<file path="src/rtl/mux_pipe_pkg.sv">
// Shared types and helpers for the selectable pipeline register.
// Latency: n/a (types and constant functions only).
// Backpressure: n/a.
// Contents: sel_width() sizes the select bus; stage_t is one pipeline stage record.
package mux_pipe_pkg;

    // Upper bound on the data field carried by a stage record. Instances use
    // the low WIDTH bits; the rest are tied off and never reach a flop.
    localparam int STAGE_DATA_MAX = 64;

    // Select width: at least one bit even for the smallest legal NUM_IN.
    function automatic int sel_width(input int n);
        return (n <= 2) ? 1 : $clog2(n);
    endfunction

    typedef struct packed {
        logic                      valid;
        logic                      parity;  // only carried when PARITY_EN is defined
        logic [STAGE_DATA_MAX-1:0] data;
    } stage_t;

endpackage

</file>
<file path="src/rtl/mux_pipe_reg_if.sv">
// Bus bundle for mux_pipe_reg: select/data/enable inputs and registered outputs.
// Latency: n/a (wires only).
// Backpressure: none; the consumer must take q whenever q_valid=1 and en=1.
// Signals: en, sclr, sel, d, in_valid (master -> slave); q, q_valid, sel_err
// (slave -> master). Optional macro PARITY_EN adds q_par (slave -> master).
interface mux_pipe_reg_if #(
    parameter int WIDTH  = 8,
    parameter int NUM_IN = 2
);
    import mux_pipe_pkg::*;

    localparam int SEL_W = sel_width(NUM_IN);

    logic                    en;
    logic                    sclr;
    logic [SEL_W-1:0]        sel;
    logic [NUM_IN*WIDTH-1:0] d;
    logic                    in_valid;
    logic [WIDTH-1:0]        q;
    logic                    q_valid;
    logic                    sel_err;
`ifdef PARITY_EN
    logic                    q_par;

    modport master (
        output en, sclr, sel, d, in_valid,
        input  q, q_valid, sel_err, q_par
    );
    modport slave (
        input  en, sclr, sel, d, in_valid,
        output q, q_valid, sel_err, q_par
    );
`else
    modport master (
        output en, sclr, sel, d, in_valid,
        input  q, q_valid, sel_err
    );
    modport slave (
        input  en, sclr, sel, d, in_valid,
        output q, q_valid, sel_err
    );
`endif

endinterface

</file>
<file path="src/rtl/mux_pipe_stage.sv">
// One register stage of the select pipeline: holds valid, data and (optionally) parity.
// Latency: 1 enabled clk edge.
// Backpressure: none; en=0 holds the stage, sclr clears it and wins over en.
// Ports: clk, rst (async active-low), en, sclr, din/dout stage records.
// Macro PARITY_EN: when undefined no parity flop exists and dout.parity is 0.
module mux_pipe_stage
    import mux_pipe_pkg::*;
#(
    parameter int WIDTH = 8
) (
    input  logic   clk,
    input  logic   rst,
    input  logic   en,
    input  logic   sclr,
    input  stage_t din,
    output stage_t dout
);

    logic             valid_r;
    logic [WIDTH-1:0] data_r;

    always_ff @(posedge clk or negedge rst) begin
        if (!rst) begin
            valid_r <= 1'b0;
            data_r  <= '0;
        end else if (sclr) begin
            valid_r <= 1'b0;
            data_r  <= '0;
        end else if (en) begin
            valid_r <= din.valid;
            data_r  <= din.data[WIDTH-1:0];
        end
    end

    assign dout.valid = valid_r;
    assign dout.data  = STAGE_DATA_MAX'(data_r);

`ifdef PARITY_EN
    logic par_r;

    always_ff @(posedge clk or negedge rst) begin
        if (!rst) begin
            par_r <= 1'b0;
        end else if (sclr) begin
            par_r <= 1'b0;
        end else if (en) begin
            par_r <= din.parity;
        end
    end

    assign dout.parity = par_r;

    // Upper data bits of the record are never registered.
    logic unused_din;
    assign unused_din = ^din.data;
`else
    assign dout.parity = 1'b0;

    // Parity and upper data bits of the record are never registered.
    logic unused_din;
    assign unused_din = ^{din.parity, din.data};
`endif

endmodule

</file>
<file path="src/rtl/mux_pipe_reg.sv">
// N-way selectable data register followed by a DEPTH-stage pipeline with valid tracking.
// Latency: DEPTH enabled clk edges from sample to q.
// Backpressure: none; en=0 freezes all stages and sel_err, sclr clears them (sclr wins).
// Ports: clk, rst (async active-low), bus (mux_pipe_reg_if.slave: en, sclr, sel, d,
// in_valid -> q, q_valid, sel_err). Macro PARITY_EN adds bus.q_par (even parity of q).
// WIDTH/NUM_IN must match the parameters of the connected interface instance.
module mux_pipe_reg
    import mux_pipe_pkg::*;
#(
    parameter int WIDTH  = 8,
    parameter int NUM_IN = 2,
    parameter int DEPTH  = 1
) (
    input  logic            clk,
    input  logic            rst,
    mux_pipe_reg_if.slave   bus
);

    localparam int SEL_W = sel_width(NUM_IN);

    stage_t [DEPTH:0] chain;   // chain[0] = select output, chain[DEPTH] = q side
    stage_t           s0;
    logic             sel_hit;
    logic [WIDTH-1:0] pick;
    logic             sel_err_r;

    // Select by equality against every legal index instead of indexing with sel:
    // an out-of-range or unknown sel matches nothing, so it yields data 0 /
    // valid 0 and flags sel_err without any separate range or X test.
    always_comb begin
        pick    = '0;
        sel_hit = 1'b0;
        for (int i = 0; i < NUM_IN; i++) begin
            if (bus.sel == SEL_W'(i)) begin
                sel_hit = 1'b1;
                pick    = bus.d[i*WIDTH +: WIDTH];
            end
        end
        s0       = '0;
        s0.data  = STAGE_DATA_MAX'(pick);
        s0.valid = sel_hit & bus.in_valid;
`ifdef PARITY_EN
        s0.parity = ^pick;
`endif
    end

    assign chain[0] = s0;

    for (genvar k = 0; k < DEPTH; k++) begin : g_stage
        mux_pipe_stage #(
            .WIDTH (WIDTH)
        ) u_stage (
            .clk  (clk),
            .rst  (rst),
            .en   (bus.en),
            .sclr (bus.sclr),
            .din  (chain[k]),
            .dout (chain[k+1])
        );
    end

    // Reports the most recently accepted sample only, so it tracks en/sclr
    // exactly like stage 0 rather than travelling down the pipe.
    always_ff @(posedge clk or negedge rst) begin
        if (!rst) begin
            sel_err_r <= 1'b0;
        end else if (bus.sclr) begin
            sel_err_r <= 1'b0;
        end else if (bus.en) begin
            sel_err_r <= ~sel_hit & bus.in_valid;
        end
    end

    assign bus.q       = chain[DEPTH].data[WIDTH-1:0];
    assign bus.q_valid = chain[DEPTH].valid;
    assign bus.sel_err = sel_err_r;
`ifdef PARITY_EN
    assign bus.q_par   = chain[DEPTH].parity;
`endif

    // The last record's zero-extended data bits (and parity when unused) have no reader.
    logic unused_tail;
    assign unused_tail = ^chain[DEPTH];

endmodule

</file>
<file path="src/flat_wrapper.sv">
// flat-port wrapper written by rule: the top's interface ports become plain ports
module mux_pipe_reg_flat import mux_pipe_pkg::*;
#(
    parameter int WIDTH  = 8,
    parameter int NUM_IN = 2,
    parameter int DEPTH  = 1
)
  (clk, rst, bus_en, bus_sclr, bus_sel, bus_d, bus_in_valid, bus_q, bus_q_valid, bus_sel_err);
  mux_pipe_reg_if #(.WIDTH(WIDTH), .NUM_IN(NUM_IN)) bus_i ();
  input  logic clk;
  input  logic rst;
  input wire logic [$bits(bus_i.en)-1:0] bus_en;
  input wire logic [$bits(bus_i.sclr)-1:0] bus_sclr;
  input wire logic [$bits(bus_i.sel)-1:0] bus_sel;
  input wire logic [$bits(bus_i.d)-1:0] bus_d;
  input wire logic [$bits(bus_i.in_valid)-1:0] bus_in_valid;
  output wire logic [$bits(bus_i.q)-1:0] bus_q;
  output wire logic [$bits(bus_i.q_valid)-1:0] bus_q_valid;
  output wire logic [$bits(bus_i.sel_err)-1:0] bus_sel_err;
  assign bus_i.en = bus_en;
  assign bus_i.sclr = bus_sclr;
  assign bus_i.sel = bus_sel;
  assign bus_i.d = bus_d;
  assign bus_i.in_valid = bus_in_valid;
  assign bus_q = bus_i.q;
  assign bus_q_valid = bus_i.q_valid;
  assign bus_sel_err = bus_i.sel_err;
  mux_pipe_reg #(.WIDTH(WIDTH), .NUM_IN(NUM_IN), .DEPTH(DEPTH)) u_core (.clk(clk), .rst(rst), .bus(bus_i));
endmodule
</file>
<file path="config.mk">
export PLATFORM = sky130hd
export DESIGN_NAME = mux_pipe_reg_flat
export DESIGN_NICKNAME = d
export VERILOG_FILES = /design/src/rtl/mux_pipe_pkg.sv /design/src/rtl/mux_pipe_reg_if.sv /design/src/rtl/mux_pipe_stage.sv /design/src/rtl/mux_pipe_reg.sv /design/src/flat_wrapper.sv
export SDC_FILE = /design/constraint.sdc
export NUM_CORES = 1
export LEC_CHECK = 0
export CORE_MARGIN = 5
export CORE_UTILIZATION = 33
export CTS_CLUSTER_SIZE = 30
export DETAILED_ROUTE_END_ITERATION = 16
export GPL_ROUTABILITY_DRIVEN = 0
export PLACE_DENSITY = 0.77
export SLEW_MARGIN = 20
export SYNTH_ARGS = -nofsm -noshare
export SYNTH_HDL_FRONTEND = slang
export SYNTH_SLANG_ARGS = --single-unit
</file>
<file path="constraint.sdc">
create_clock -name clk -period 0.8 [get_ports clk]
set_clock_uncertainty 0.1 [all_clocks]
set_input_delay 0.16 -clock clk [delete_from_list [all_inputs] [get_ports clk]]
set_output_delay 0.16 -clock clk [all_outputs]
set_load 0.01 [all_outputs]
</file>
== Yosys cells after proc, flatten, opt, wreduce, memory -nomap -nowiden ==
Cells that the tools add are included.

* Muxes and demuxes: 7
* Reductions and logical operators: 1

{| class="wikitable"
|+ Operators by type and width
! operator !! number
|-
| two-way mux 8 bit || 3
|-
| two-way mux 1 bit || 4
|-
| nonzero test 2 bit || 1
|}

* Register bits after elaboration: 10
* Input port bits: 22
* Output and inout port bits: 10

== Longest topological paths before layout ==
* Word-level depth: 3
* Mapped depth: 4
* Gate-level depth less buffers: 2

== Hierarchy ==
A second synthesis with hierarchy kept.

* Cell total of the unflattened synthesis: 99
* Area, all modules: 945.9 um^2

{| class="wikitable"
|+ Modules (own cells, without submodules)
! module !! times used !! cells each !! area an instance (um^2)
|-
| mux_pipe_stage || 1 || 88 || 803.3
|-
| mux_pipe_reg || 1 || 11 || 142.6
|}

== Least setup slack after synthesis ==
No wires, ideal clock.

* Path kind: input-to-reg
* Start: input port bus_en
* End: register u_core.g_stage[0].u_stage.valid_r
* Arrival time: 0.617 ns
* Required time: 0.569 ns
* Setup slack: -0.047 ns
* Stages on the path: 4
* Path buffers: 2
* Cell sequence: buf_4 buf_6 mux2i_1 nor2_1

* Longest elaborated chain between the ends: 1

{| class="wikitable"
|+ RTL lines
! element !! RTL line !! text
|-
| from (decl) || flat_wrapper.sv:12 || <nowiki>input wire logic [$bits(bus_i.en)-1:0] bus_en;</nowiki>
|-
| nonzero test 2 bit (no source line) || -- ||
|-
| to (signal assigned) || mux_pipe_stage.sv:30 || <nowiki>valid_r <= din.valid;</nowiki>
|-
| to (decl) || mux_pipe_stage.sv:19 || <nowiki>logic valid_r;</nowiki>
|}

No other way between the ends.
A chain may end at the register's enable or synchronous reset.

== Worst setup path after layout ==
* Start: register u_core.g_stage[0].u_stage.data_r[4]
* End: output port bus_q[4]

{| class="wikitable"
|+ RTL lines
! element !! RTL line !! text
|-
| from (decl) || mux_pipe_stage.sv:20 || <nowiki>logic [WIDTH-1:0] data_r;</nowiki>
|-
| from (signal assigned) || mux_pipe_stage.sv:31 || <nowiki>data_r <= din.data[WIDTH-1:0];</nowiki>
|-
| to (decl) || flat_wrapper.sv:17 || <nowiki>output wire logic [$bits(bus_i.q)-1:0] bus_q;</nowiki>
|}

No word-level cell between the ends.

==> results.json <==
{
  "synthFlopType": "dfrtp_1",
  "critPathBufInv": 1,
  "synthTopCellsByArea": "dfrtp_1 50%, mux2i_1 20%, a211oi_1 13%",
  "cellLeakagePower_nw": 0.4835,
  "grt_max_degree": 10,
  "die-area_sq_um": 2218,
  "cts_buffers": 3,
  "min_period_over_period_pct": 133.4,
  "crit_path_end_kind": "output pin",
  "fin_crit_ns": 1.067,
  "maxSlewViolCount": 0,
  "critPathKind": "register to output pin",
  "crit_path_start_kind": "register",
  "drtIter0Drc": 4,
  "max_stage_delay_ns": 0.40,
  "max_freq_mhz": 937.3,
  "setup_violations": 16,
  "synth_cells": 41,
  "port_buffers": 30,
  "fp.dieW_microns": 47.10,
  "antenna_found_initial": 0,
  "status": "finished, violations left",
  "die_h_microns": 47.10,
  "cts_root_buffer": "clkbuf_4",
  "path_delay_family": "flip-flops",
  "clock_sinks": 9,
  "crit_required_ns": 0.54,
  "start_util_pct": 34.90,
  "cts_tree": "yes",
  "vdd_ir_drop_max_v": 0.0006683,
  "arrival_ns": 0.81,
  "area_growth_pct": 107.4,
  "clk_latency_ns": 0.26,
  "vias_per_cell": 4.760,
  "h-tree-depth": 1,
  "grt_pass1_wl_microns": 2152,
  "nets": 108,
  "cp.depth": 1,
  "core.rowCount": 13,
  "r2r_cells": 3,
  "regArea_sq_um": 225.2,
  "synth_edf_count": 0,
  "synth-seq-area-share_pct": 49.59,
  "syn-num-nets": 63,
  "wl_per_cell_microns": 14.57,
  "crit_chain": "buf_2",
  "startpoint": "u_core.g_stage[0].u_stage.data_r[4]",
  "finalWorstSetupSlack_ns": -0.2669,
  "grt_overflow": 0,
  "r2r-start": "u_core.g_stage[0].u_stage.data_r[7]",
  "grt.total_usage_pct": 14.36,
  "syn_area_per_cell_sq_um": 11.08,
  "final_core_util_pct": 72.40,
  "cap_violations": 0,
  "clk_path_buf_depth": 2,
  "critPathCapture": "bus_q[4]",
  "diodes": 0,
  "rsz0062_at_grt": "true",
  "p_per_area_nw_per_um2": 1328,
  "core_area_sq_um": 1301,
  "drtAntennaViolNets": 0,
  "async_flop_share_pct": 100.0,
  "synth_top_area_cell": "dfrtp_1",
  "fin_tns_setup_ns": -2.621,
  "stdcell_area_sq_um": 942.2,
  "synth.distinct_cells": 8,
  "r2r_slack_ns": -0.09,
  "totalWireLength_microns": 1457,
  "worst-path-max-fanout": 2,
  "detail_route.first_pass.iterations": 4,
  "reg2reg_to": "u_core.g_stage[0].u_stage.data_r[7]",
  "dpl-instance-area_sq_um": 784.5,
  "holdBufCountCts": 0,
  "synth-seq-cells": 9,
  "hold_viol": 0,
  "synth_top_area_share_pct": 49.59,
  "drc_errors": 0,
  "synth_warnings": 0,
  "hp-class": "input pin to asynchronous set/reset pin",
  "clkTransAtPathRegs_ns": 0.06,
  "ios": 32,
  "worst_path_max_delay_cell": "dfrtp_1",
  "synthTopCellsByCount": "9 x dfrtp_1, 9 x mux2i_1, 9 x nor2_1",
  "grt_pass1_vias": 494,
  "dr_total_vias": 476,
  "synth_area_sq_um": 454.2,
  "fillers": 106,
  "multi_input_area_sq_um": 276.5,
  "dp_hpwl_microns": 1003,
  "violations": "negative setup slack",
  "drive_above_1_share_pct": 49.41
}
==> routing by layer <==
layer  up-vias  GRT usage, %  routed length (microns)
met5         -             0                        0
met3         3         4.981                      103
li1        231             -                        -
met4         0         4.420                       15
met2        20         24.39                      734
met1       222         17.02                      604
==> how the worst min path moves through the flow <==
stage	slack (ns)	start	end
after detailed placement	0.39	rst	u_core.g_stage[0].u_stage.data_r[0]
after global routing	0.1	rst	u_core.g_stage[0].u_stage.data_r[3]
after floorplan	-0.24	rst	u_core.g_stage[0].u_stage.data_r[0]
after global placement	0.38	rst	u_core.g_stage[0].u_stage.data_r[0]
final	0.11	rst	u_core.g_stage[0].u_stage.data_r[0]
after CTS	0.11	rst	u_core.g_stage[0].u_stage.data_r[0]
==> layout make-up <==
type	instances	area share, %
clock buffers	4	2.789
multi-input cells	27	29.35
flip-flops and latches	9	23.90
well taps	15	1.992
repair buffers	45	41.97
==> per-stage QoR <==
| step | hold WS [ns] | std cells | power [mW] | setup WS [ns] |
|---|---|---|---|---|
| finish | 0.1085 | 100 | 1.251 | -0.2669 |
| CTS | 0.1053 | 97 | 1.226 | -0.2534 |
| global route | 0.09600 | 100 | 1.328 | -0.2994 |
| detailed placement | 0.3863 | 88 | 0.8241 | -0.5627 |
| global placement | 0.3762 | 88 | 0.8171 | -0.4994 |
| floorplan | -0.2356 | 41 | 0.6298 | -0.008522 |
==> state kept, by name, indices dropped and copies added, names as in the netlist <==
register                        flops
u_core.g_stage.u_stage.data_r       8
u_core.g_stage.u_stage.valid_r      1
==> cell families after synthesis <==
logic type	synth area share (%)
DFF	49.59
other	0.8257
buffers and inverters	9.089
AOI/OAI and AO/OA	13.22
muxes	19.84
and+or+nand+nor	7.437
==> where the power goes <==
part / internal (mW) / total, mW / leakage (nW) / switching (mW)
clock: 0.193 / 0.360 / 0.0150 / 0.168
sequential: 0.486 / 0.505 / 0.117 / 0.0187
combinational: 0.223 / 0.386 / 0.351 / 0.163
total: 0.902 / 1.25 / 0.484 / 0.349
==> layout by cell type (no fill, tap or decap) <==
master,count
mux2i_2,1
buf_2,10
clkbuf_1,1
clkbuf_4,3
clkdlybuf4s15_1,1
nor2_1,3
dlymetal6s2s_1,4
dlygate4sd2_1,8
a211oi_2,8
mux2i_1,8
conb_1,1
buf_6,8
nor2_4,6
clkdlybuf4s50_1,8
dfrtp_1,9
buf_4,6
==> what timing repair did <==
| action | CTS | global route |
|---|---|---|
| setup buffers | 4 | 5 |
| resized for setup | 69 | 12 |
| gates cloned | 1 | 0 |
| setup endpoints to repair | 18 | 18 |
| pin swaps | 8 | 8 |
(Power assumes the default switching activity.)
